--- config.mk ---
export PLATFORM = sky130hd
export DESIGN_NAME = uart_rx
export DESIGN_NICKNAME = d
export VERILOG_FILES = /design/src/rtl/uart_pkg.sv /design/src/rtl/uart_rx_sync.sv /design/src/rtl/uart_rx.sv
export SDC_FILE = /design/constraint.sdc
export NUM_CORES = 1
export LEC_CHECK = 0
export ABC_AREA = 1
export CAP_MARGIN = 0
export CORE_MARGIN = 2
export CORE_UTILIZATION = 58
export DETAILED_ROUTE_END_ITERATION = 10
export DONT_BUFFER_PORTS = 1
export GPL_TIMING_DRIVEN = 0
export PLACE_DENSITY = 0.75
export SLEW_MARGIN = 20
export SYNTH_ARGS = -nofsm -noshare
export SYNTH_HDL_FRONTEND = slang
export SYNTH_SLANG_ARGS = --single-unit
--- constraint.sdc ---
create_clock -name clk_i -period 4.02 [get_ports clk_i]
set_clock_uncertainty 0.2 [all_clocks]
set_input_delay 0.603 -clock clk_i [delete_from_list [all_inputs] [get_ports clk_i]]
set_output_delay 0.603 -clock clk_i [all_outputs]
set_load 0.02 [all_outputs]
--- src/rtl/uart_pkg.sv ---
// Shared types and constants for the UART receive path.
// Holds the FSM encoding and the frame-format constants.
package uart_pkg;

  localparam int   DATA_BITS  = 8;
  localparam logic STOP_LEVEL = 1'b1;

  typedef enum logic [2:0] {
    IDLE,
    START,
    DATA,
    PARITY,
    STOP,
    WAIT_HIGH
  } state_e;

endpackage

--- src/rtl/uart_rx_sync.sv ---
// Input synchroniser for the asynchronous rx line.
// Flops reset to the idle (high) level so reset never looks like a start bit.
module uart_rx_sync #(
  parameter int STAGES = 2
) (
  input  logic clk_i,
  input  logic reset_i,
  input  logic d_i,
  output logic q_o
);

  logic [STAGES-1:0] sync_q;
  logic [STAGES-1:0] sync_d;

  always_comb begin
    sync_d = {sync_q[STAGES-2:0], d_i};
  end

  always_ff @(posedge clk_i) begin
    if (reset_i) begin
      sync_q <= '1;
    end else begin
      sync_q <= sync_d;
    end
  end

  assign q_o = sync_q[STAGES-1];

endmodule

--- src/rtl/uart_rx.sv ---
// UART receiver: 8N1 frames, centre sampling, valid/ready holding register.
// Define UART_RX_PARITY_EN for an even-parity bit and a parity_err_o output.
module uart_rx
  import uart_pkg::*;
#(
  parameter int CLK_PER_BIT = 16,
  parameter int SYNC_STAGES = 2
) (
  input  logic                 clk_i,
  input  logic                 reset_i,
  input  logic                 rx_i,
  output logic [DATA_BITS-1:0] rx_data_o,
  output logic                 valid_o,
  input  logic                 ready_i,
  output logic                 frame_err_o,
  output logic                 overrun_o,
`ifdef UART_RX_PARITY_EN
  output logic                 parity_err_o,
`endif
  output logic                 busy_o
);

  localparam int CW = $clog2(CLK_PER_BIT) + 1;
  localparam logic [CW-1:0] HALF_M1  = CW'(CLK_PER_BIT / 2 - 1);
  localparam logic [CW-1:0] BIT_END  = CW'(CLK_PER_BIT - 1);
  localparam logic [2:0]    BIT_LAST = 3'(DATA_BITS - 1);

  logic rx_s;

  uart_rx_sync #(
    .STAGES(SYNC_STAGES)
  ) u_sync (
    .clk_i  (clk_i),
    .reset_i(reset_i),
    .d_i    (rx_i),
    .q_o    (rx_s)
  );

  state_e               state_q, state_d;
  logic [CW-1:0]        clk_cnt_q, clk_cnt_d;
  logic [2:0]           bit_cnt_q, bit_cnt_d;
  logic [DATA_BITS-1:0] shift_q, shift_d;
  logic [DATA_BITS-1:0] data_q, data_d;
  logic                 valid_q, valid_d;
  logic                 frame_err_q, frame_err_d;
  logic                 overrun_q, overrun_d;
  logic                 par_bad;
`ifdef UART_RX_PARITY_EN
  logic                 par_bad_q, par_bad_d;
  logic                 parity_err_q, parity_err_d;
  assign par_bad = par_bad_q;
`else
  assign par_bad = 1'b0;
`endif

  always_comb begin
    state_d     = state_q;
    clk_cnt_d   = clk_cnt_q + CW'(1);
    bit_cnt_d   = bit_cnt_q;
    shift_d     = shift_q;
    data_d      = data_q;
    valid_d     = valid_q && !ready_i;
    frame_err_d = 1'b0;
    overrun_d   = 1'b0;
`ifdef UART_RX_PARITY_EN
    par_bad_d    = par_bad_q;
    parity_err_d = 1'b0;
`endif
    unique case (state_q)
      IDLE: begin
        clk_cnt_d = '0;
        if (!rx_s) state_d = START;
      end
      START: begin
        if (clk_cnt_q == HALF_M1) begin
          clk_cnt_d = '0;
          bit_cnt_d = '0;
          state_d   = rx_s ? IDLE : DATA;
        end
      end
      DATA: begin
        if (clk_cnt_q == BIT_END) begin
          clk_cnt_d          = '0;
          shift_d[bit_cnt_q] = rx_s;
          bit_cnt_d          = bit_cnt_q + 3'd1;
          if (bit_cnt_q == BIT_LAST) begin
`ifdef UART_RX_PARITY_EN
            state_d = PARITY;
`else
            state_d = STOP;
`endif
          end
        end
      end
`ifdef UART_RX_PARITY_EN
      PARITY: begin
        if (clk_cnt_q == BIT_END) begin
          clk_cnt_d = '0;
          par_bad_d = (^shift_q) ^ rx_s;
          state_d   = STOP;
        end
      end
`endif
      STOP: begin
        if (clk_cnt_q == BIT_END) begin
          clk_cnt_d = '0;
          if (rx_s == STOP_LEVEL) begin
            state_d = IDLE;
            if (par_bad) begin
`ifdef UART_RX_PARITY_EN
              parity_err_d = 1'b1;
`endif
            end else if (!valid_q || ready_i) begin
              data_d  = shift_q;
              valid_d = 1'b1;
            end else begin
              overrun_d = 1'b1;
            end
          end else begin
            // framing error wins over parity: only frame_err pulses
            frame_err_d = 1'b1;
            state_d     = WAIT_HIGH;
          end
        end
      end
      WAIT_HIGH: begin
        clk_cnt_d = '0;
        if (rx_s) state_d = IDLE;
      end
      default: begin
        clk_cnt_d = '0;
        state_d   = IDLE;
      end
    endcase
  end

  always_ff @(posedge clk_i) begin
    if (reset_i) begin
      state_q     <= IDLE;
      clk_cnt_q   <= '0;
      bit_cnt_q   <= '0;
      shift_q     <= '0;
      data_q      <= '0;
      valid_q     <= 1'b0;
      frame_err_q <= 1'b0;
      overrun_q   <= 1'b0;
`ifdef UART_RX_PARITY_EN
      par_bad_q    <= 1'b0;
      parity_err_q <= 1'b0;
`endif
    end else begin
      state_q     <= state_d;
      clk_cnt_q   <= clk_cnt_d;
      bit_cnt_q   <= bit_cnt_d;
      shift_q     <= shift_d;
      data_q      <= data_d;
      valid_q     <= valid_d;
      frame_err_q <= frame_err_d;
      overrun_q   <= overrun_d;
`ifdef UART_RX_PARITY_EN
      par_bad_q    <= par_bad_d;
      parity_err_q <= parity_err_d;
`endif
    end
  end

  assign rx_data_o   = data_q;
  assign valid_o     = valid_q;
  assign frame_err_o = frame_err_q;
  assign overrun_o   = overrun_q;
  assign busy_o      = (state_q != IDLE);
`ifdef UART_RX_PARITY_EN
  assign parity_err_o = parity_err_q;
`endif

endmodule

==> results of run 1 <==
-- power by group --
| group | total (uW) | internal, uW | switching, uW | leakage (uW) |
|---|---|---|---|---|
| Combinational | 171 | 56.9 | 114 | 0.000402 |
| Clock | 237 | 130 | 107 | 0.0000422 |
| Sequential | 365 | 335 | 29.7 | 0.000259 |
| Total | 774 | 522 | 251 | 0.000703 |
-- critical path: stages (launching register included) --
cell	delay [ns]
dfxtp_1	0.52
inv_1	0.09
nand2_1	0.18
-- path summary, 6_finish.rpt --
| check | start | to | cells past startpoint |
|---|---|---|---|
| setup / recovery | state_q[2] | busy_o | 2 |
| setup reg to reg | clk_cnt_q[0] | rx_data_o[2] | 8 |
| hold reg to reg | u_sync.sync_q[0] | u_sync.sync_q[1] | 1 |
| hold / removal | reset_i | frame_err_o | 1 |
-- through the flow --
stage	std cells	hold WS [ns]
2_1_floorplan	200	0.1895
3_5_place_dp	230	0.2130
5_1_grt	238	0.1254
6_report	238	0.1390
4_1_cts	238	0.1273
3_3_place_gp	230	0.2001
-- area by class of cell --
cell class / instances / area [sq um]
clock inverters: 2 / 35.03
inverters: 23 / 86.33
plain buffers: 3 / 12.51
fillers: 216 / 849.6
well taps: 30 / 37.54
flip-flops and latches: 32 / 640.6
clock buffers: 6 / 41.29
multi-input cells: 142 / 729.5
-- logic make-up after synthesis --
family          after synthesis  synth area share, %
compound gates               29                11.24
xor+xnor                      1               0.5964
fa+ha+maj                     4                3.407
buf+inv                      26                6.729
flops                        32                43.61
simple gates                108                34.41
-- flip-flops by register name, summed over array words and instances (netlist names) --
| signal | flops |
|---|---|
| state_q | 3 |
| clk_cnt_q | 5 |
| valid_o | 1 |
| u_sync.sync_q | 2 |
| shift_q | 8 |
| rx_data_o | 8 |
| bit_cnt_q | 3 |
| frame_err_o | 1 |
| overrun_o | 1 |
-- routing by layer --
layer / GRT usage [%] / part of all wire, % / up-vias / routed length, um
met5: 0 / 0 / - / 0
met4: 8.750 / 1.2 / 0 / 33
met3: 5.738 / 5.1 / 4 / 135
met2: 33.53 / 46 / 31 / 1223
met1: 26.31 / 48 / 568 / 1280
li1: - / - / 653 / -
-- cells in the mapped netlist --
| library cell | n |
|---|---|
| a211oi_1 | 1 |
| a21boi_4 | 1 |
| a21oi_1 | 12 |
| buf_2 | 1 |
| clkbuf_1 | 2 |
| dfxtp_1 | 32 |
| ha_1 | 4 |
| inv_1 | 22 |
| inv_2 | 1 |
| nand2_1 | 43 |
| nand2_2 | 4 |
| nand2_4 | 1 |
| nand3_1 | 7 |
| nand3_2 | 1 |
| nand4_1 | 3 |
| nor2_1 | 36 |
| nor2_2 | 2 |
| nor2_4 | 4 |
| nor3_1 | 2 |
| nor3_4 | 1 |
| nor4_1 | 1 |
| o21ai_0 | 14 |
| o21ai_2 | 1 |
| or2_0 | 1 |
| or2_2 | 2 |
| xor2_1 | 1 |
==> results.py, run 1 <==
metrics = {
    "outcome": {
        "status": "completed",
    },
    "route": {
        "wl_per_cell_um": 11.23,
        "routed-via-count": 1256,
        "routed_via_density": 5.277,
        "drcViolationCount": 0,
        "drt_iter0_drc": 34,
        "ant_nets": 0,
        "routed_wl_mm": 2.673,
        "dr.pass1.iters": 4,
    },
    "floorplanning": {
        "ios": 16,
        "die_y_um": 54.33,
        "die_x_um": 54.33,
        "core.rowCount": 18,
        "start_util_pct": 60.39,
        "core_sq_mm": 0.002432,
        "dieArea_sq_mm": 0.002951,
    },
    "logic_synthesis": {
        "synth.distinct_cells": 26,
        "syn_area_sq_mm": 0.001469,
        "yosysWarnings": 0,
        "avgSynthCellArea_sq_um": 7.345,
        "yosysTopAreaCellShare_pct": 43.61,
        "synth.top_cells.by_area": "dfxtp_1 (44%), nand2_1 (11%), nor2_1 (9.2%), inv_1 (5.6%), o21ai_0 (4.8%)",
        "seq_area_frac_synth_pct": 43.61,
        "syn-num-nets": 208,
        "synthCells": 200,
        "ys_ff_latch": 32,
        "yosysTopAreaCell": "dfxtp_1",
    },
    "sta": {
        "rsz0062_at_grt": "no",
        "fin_setup_tns_ns": 0,
        "finalMaxSlewViolations": 0,
        "min_period_ns": 1.930,
        "max_freq_mhz": 518.1,
        "hold_viol": 0,
        "worst_slew_pin_slew_ns": 0.4733,
        "finalSetupViolations": 0,
        "slew_headroom_pct": 68.45,
        "final.period_utilization_pct": 48.01,
        "setup_ws_ns": 2.090,
    },
    "cells_and_area": {
        "diodes": 0,
        "area_delta_synth_final_pct": 7.751,
        "utilization_pct": 65.07,
        "mostFrequentLayoutCell": "nand2_1",
        "fin_area_sq_mm": 0.001583,
        "fin_nets": 215,
        "final_cell_mix": "nand2_1 (43), nor2_1 (36), dfxtp_1 (32)",
        "drive_gt1_share_pct": 12.50,
    },
    "clock_network": {
        "htree_levels": 2,
        "ctsRootBufferMaster": "clkbuf_4",
        "cts_tree": "done",
        "clk-insertion-delay-late_ns": 0.33,
        "max-clock-path-buffers": 2,
        "cts_resized": 0,
        "clk_pin_slew_ns": 0.10,
        "clkSinkCount": 32,
        "post_cts_buffers": 0,
        "cts_hold_buf": 0,
        "cts_made_buffers": 5,
    },
    "placement": {
        "gp_congestion": 0.7756,
        "dpl_cell_area_sq_mm": 0.001506,
        "pre_cts_slack_ns": 2.254,
        "io_buffer_count": 0,
        "dp_hpwl_mm": 1.952,
    },
    "power_and_ir_drop": {
        "ir_drop_v": 0.0003830,
        "power.total_uw": 773.6,
        "p_leak_uw": 0.0007026,
        "power.density_mw_per_mm2": 488.8,
    },
    "setup_path": {
        "timing.critical_path.arrival_ns": 1.13,
        "crit_fanout": 7,
        "cp-start-kind": "flop",
        "regToRegSetupSlack_ns": 2.23,
        "required_ns": 3.22,
        "endpoint_kind": "primary output",
        "criticalPathCategory": "reg2out",
    },
    "global_routing": {
        "grt_max_degree": 11,
        "antenna_found_initial": 0,
        "grt_use_total_pct": 20.92,
        "grt_overflow": 0,
        "grt_pass1_vias": 1073,
        "grt_pass1_wl_mm": 4.450,
    },
    "run": {
        "drv_cap": 0,
    },
    "hold_path": {
        "hold_class": "in2reg",
    },
}
No activity file was read; power rests on OpenSTA's default activity.
==> run 2, diff against run 1 <==
- clock period: 4.02 -> 1.8 ns (I/O delays scaled with it)
==> run 2 against run 1 <==
Register-to-register slack got worse by 2.1 ns; first-iteration DRC count up 38%; critical path depth is 6 higher; sequential power grew 120%; worst setup slack lost 2.0 ns; clock-buffer cell count unchanged; via count rose by 2.1%; global-route usage increased by 0.46 points; total power grew 130%; combinational power up 130%; critical endpoint is now bit_cnt_q[0].
==> results.py, run 2 (synthesized netlist as in run 1, its figures left out) <==
metrics = {
    "clock_network": {
        "max-clock-path-buffers": 2,
        "htree_levels": 2,
        "cts_tree": "done",
        "ctsRootBufferMaster": "clkbuf_4",
        "cts_made_buffers": 5,
        "clk_pin_slew_ns": 0.10,
        "clkSinkCount": 32,
        "clk-insertion-delay-late_ns": 0.33,
    },
    "floorplanning": {
        "ios": 16,
        "start_util_pct": 60.39,
        "die_x_um": 54.33,
        "core.rowCount": 18,
        "core_sq_mm": 0.002432,
        "dieArea_sq_mm": 0.002951,
        "die_y_um": 54.33,
    },
    "route": {
        "routed_via_density": 5.254,
        "ant_nets": 0,
        "routed_wl_mm": 2.797,
        "routed-via-count": 1282,
        "drt_iter0_drc": 47,
        "dr.pass1.iters": 4,
        "drcViolationCount": 0,
        "wl_per_cell_um": 11.46,
    },
    "outcome": {
        "status": "completed",
    },
    "setup_path": {
        "endpoint_kind": "flop",
        "required_ns": 1.83,
        "timing.critical_path.arrival_ns": 1.70,
        "reg2reg_from": "clk_cnt_q[0]",
        "cp-start-kind": "flop",
        "critPathLaunch": "clk_cnt_q[0]",
        "crit_fanout": 6,
        "criticalPathCategory": "reg2reg",
    },
    "global_routing": {
        "grt_use_total_pct": 21.38,
        "grt_max_degree": 11,
        "grt_overflow": 0,
        "grt_pass1_wl_mm": 4.547,
        "grt_pass1_vias": 1110,
        "antenna_found_initial": 0,
    },
    "cells_and_area": {
        "mostFrequentLayoutCell": "nand2_1",
        "area_delta_synth_final_pct": 13.54,
        "final_cell_count_no_fill": 244,
        "fin_nets": 221,
        "final_cell_mix": "nand2_1 (43), nor2_1 (36), dfxtp_1 (30)",
        "diodes": 0,
        "regArea_sq_um": 645.6,
        "drive_gt1_share_pct": 15.42,
        "multiInputGateArea_sq_um": 747.0,
        "fillers": 208,
    },
    "sta": {
        "hold_slack_ns": 0.0006228,
        "hold_viol": 0,
        "min_period_ns": 1.673,
        "finalSetupViolations": 0,
        "worst_slew_pin_slew_ns": 0.4750,
        "rsz0062_at_grt": "yes",
        "slew_headroom_pct": 68.34,
        "final.period_utilization_pct": 92.95,
        "finalMaxSlewViolations": 0,
        "max_freq_mhz": 597.7,
    },
    "power_and_ir_drop": {
        "ir_drop_v": 0.0008512,
        "power.density_mw_per_mm2": 1048,
        "p_leak_uw": 0.0007441,
    },
    "hold_path": {
        "min_from": "reset_i",
        "hold_class": "in2reg",
    },
    "placement": {
        "dp_cells": 230,
        "dp_hpwl_mm": 1.952,
        "io_buffer_count": 0,
        "gp_congestion": 0.7756,
    },
    "run": {
        "drv_cap": 0,
    },
}
==> run 2: metal layers <==
metal	up-vias	track usage, %	part of all wire, %
li1	665	-	-
met1	590	26.31	48
met2	23	35.14	47
met3	4	5.738	3.8
met4	0	8.750	1.1
met5	-	0	0
==> run 2: path summary, 6_finish.rpt <==
| check | to | slack [ns] | cells after the start |
|---|---|---|---|
| worst max-delay path | bit_cnt_q[0] | 0.13 | 8 |
| worst min-delay path | shift_q[3] | 0.0006 | 3 |
| worst max register to register | bit_cnt_q[0] | 0.13 | 8 |
| worst min register to register | u_sync.sync_q[1] | 0.24 | 1 |
==> run 2: layout make-up <==
type                            count  share of cell area (%)
Sequential cell                    32                   38.71
Multi-Input combinational cell    142                   44.79
Clock buffer                        6                   2.476
Timing Repair Buffer                6                   3.601
Tap cell                           30                   2.251
Inverter                           23                   5.326
Buffer                              3                  0.7502
Clock inverter                      2                   2.101
==> run 2: power by group <==
part / switching, uW / total [uW] / internal [uW] / leakage [uW]
Sequential: 65.6 / 815 / 749 / 0.000260
Clock: 250 / 541 / 291 / 0.0000422
Combinational: 260 / 392 / 132 / 0.000442
==> run 2: metrics by stage <==
stage | total power, uW | setup TNS, ns | worst slack [ns] | area [sq um] | util [%]
floorplan | 1140 | 0 | 0.2434 | 1469 | -
global placement | 1192 | 0 | 0.09543 | 1506 | 61.93
detailed placement | 1209 | 0 | 0.03382 | 1506 | 61.93
CTS | 1739 | 0 | 0.04434 | 1628 | 66.92
global route | 1849 | -0.007371 | -0.006145 | 1668 | 68.57
finish | 1748 | 0 | 0.1268 | 1668 | 68.57
==> run 2: repair_timing <==
action,CTS,global route
pin swaps,1,4
hold endpoints to repair,5,0
setup endpoints to repair,1,19
hold buffers,3,0
resized for setup,0,10
buffers inserted,2,1
==> run 2: worst max-delay path, cell delays in order, from the launching register on <==
cell	delay, ns
dfxtp_4	0.38
ha_4	0.14
nand3_2	0.11
nor2_4	0.24
nand2_4	0.12
a21boi_4	0.22
nand2_1	0.07
nand2_1	0.06
nor2_1	0.04
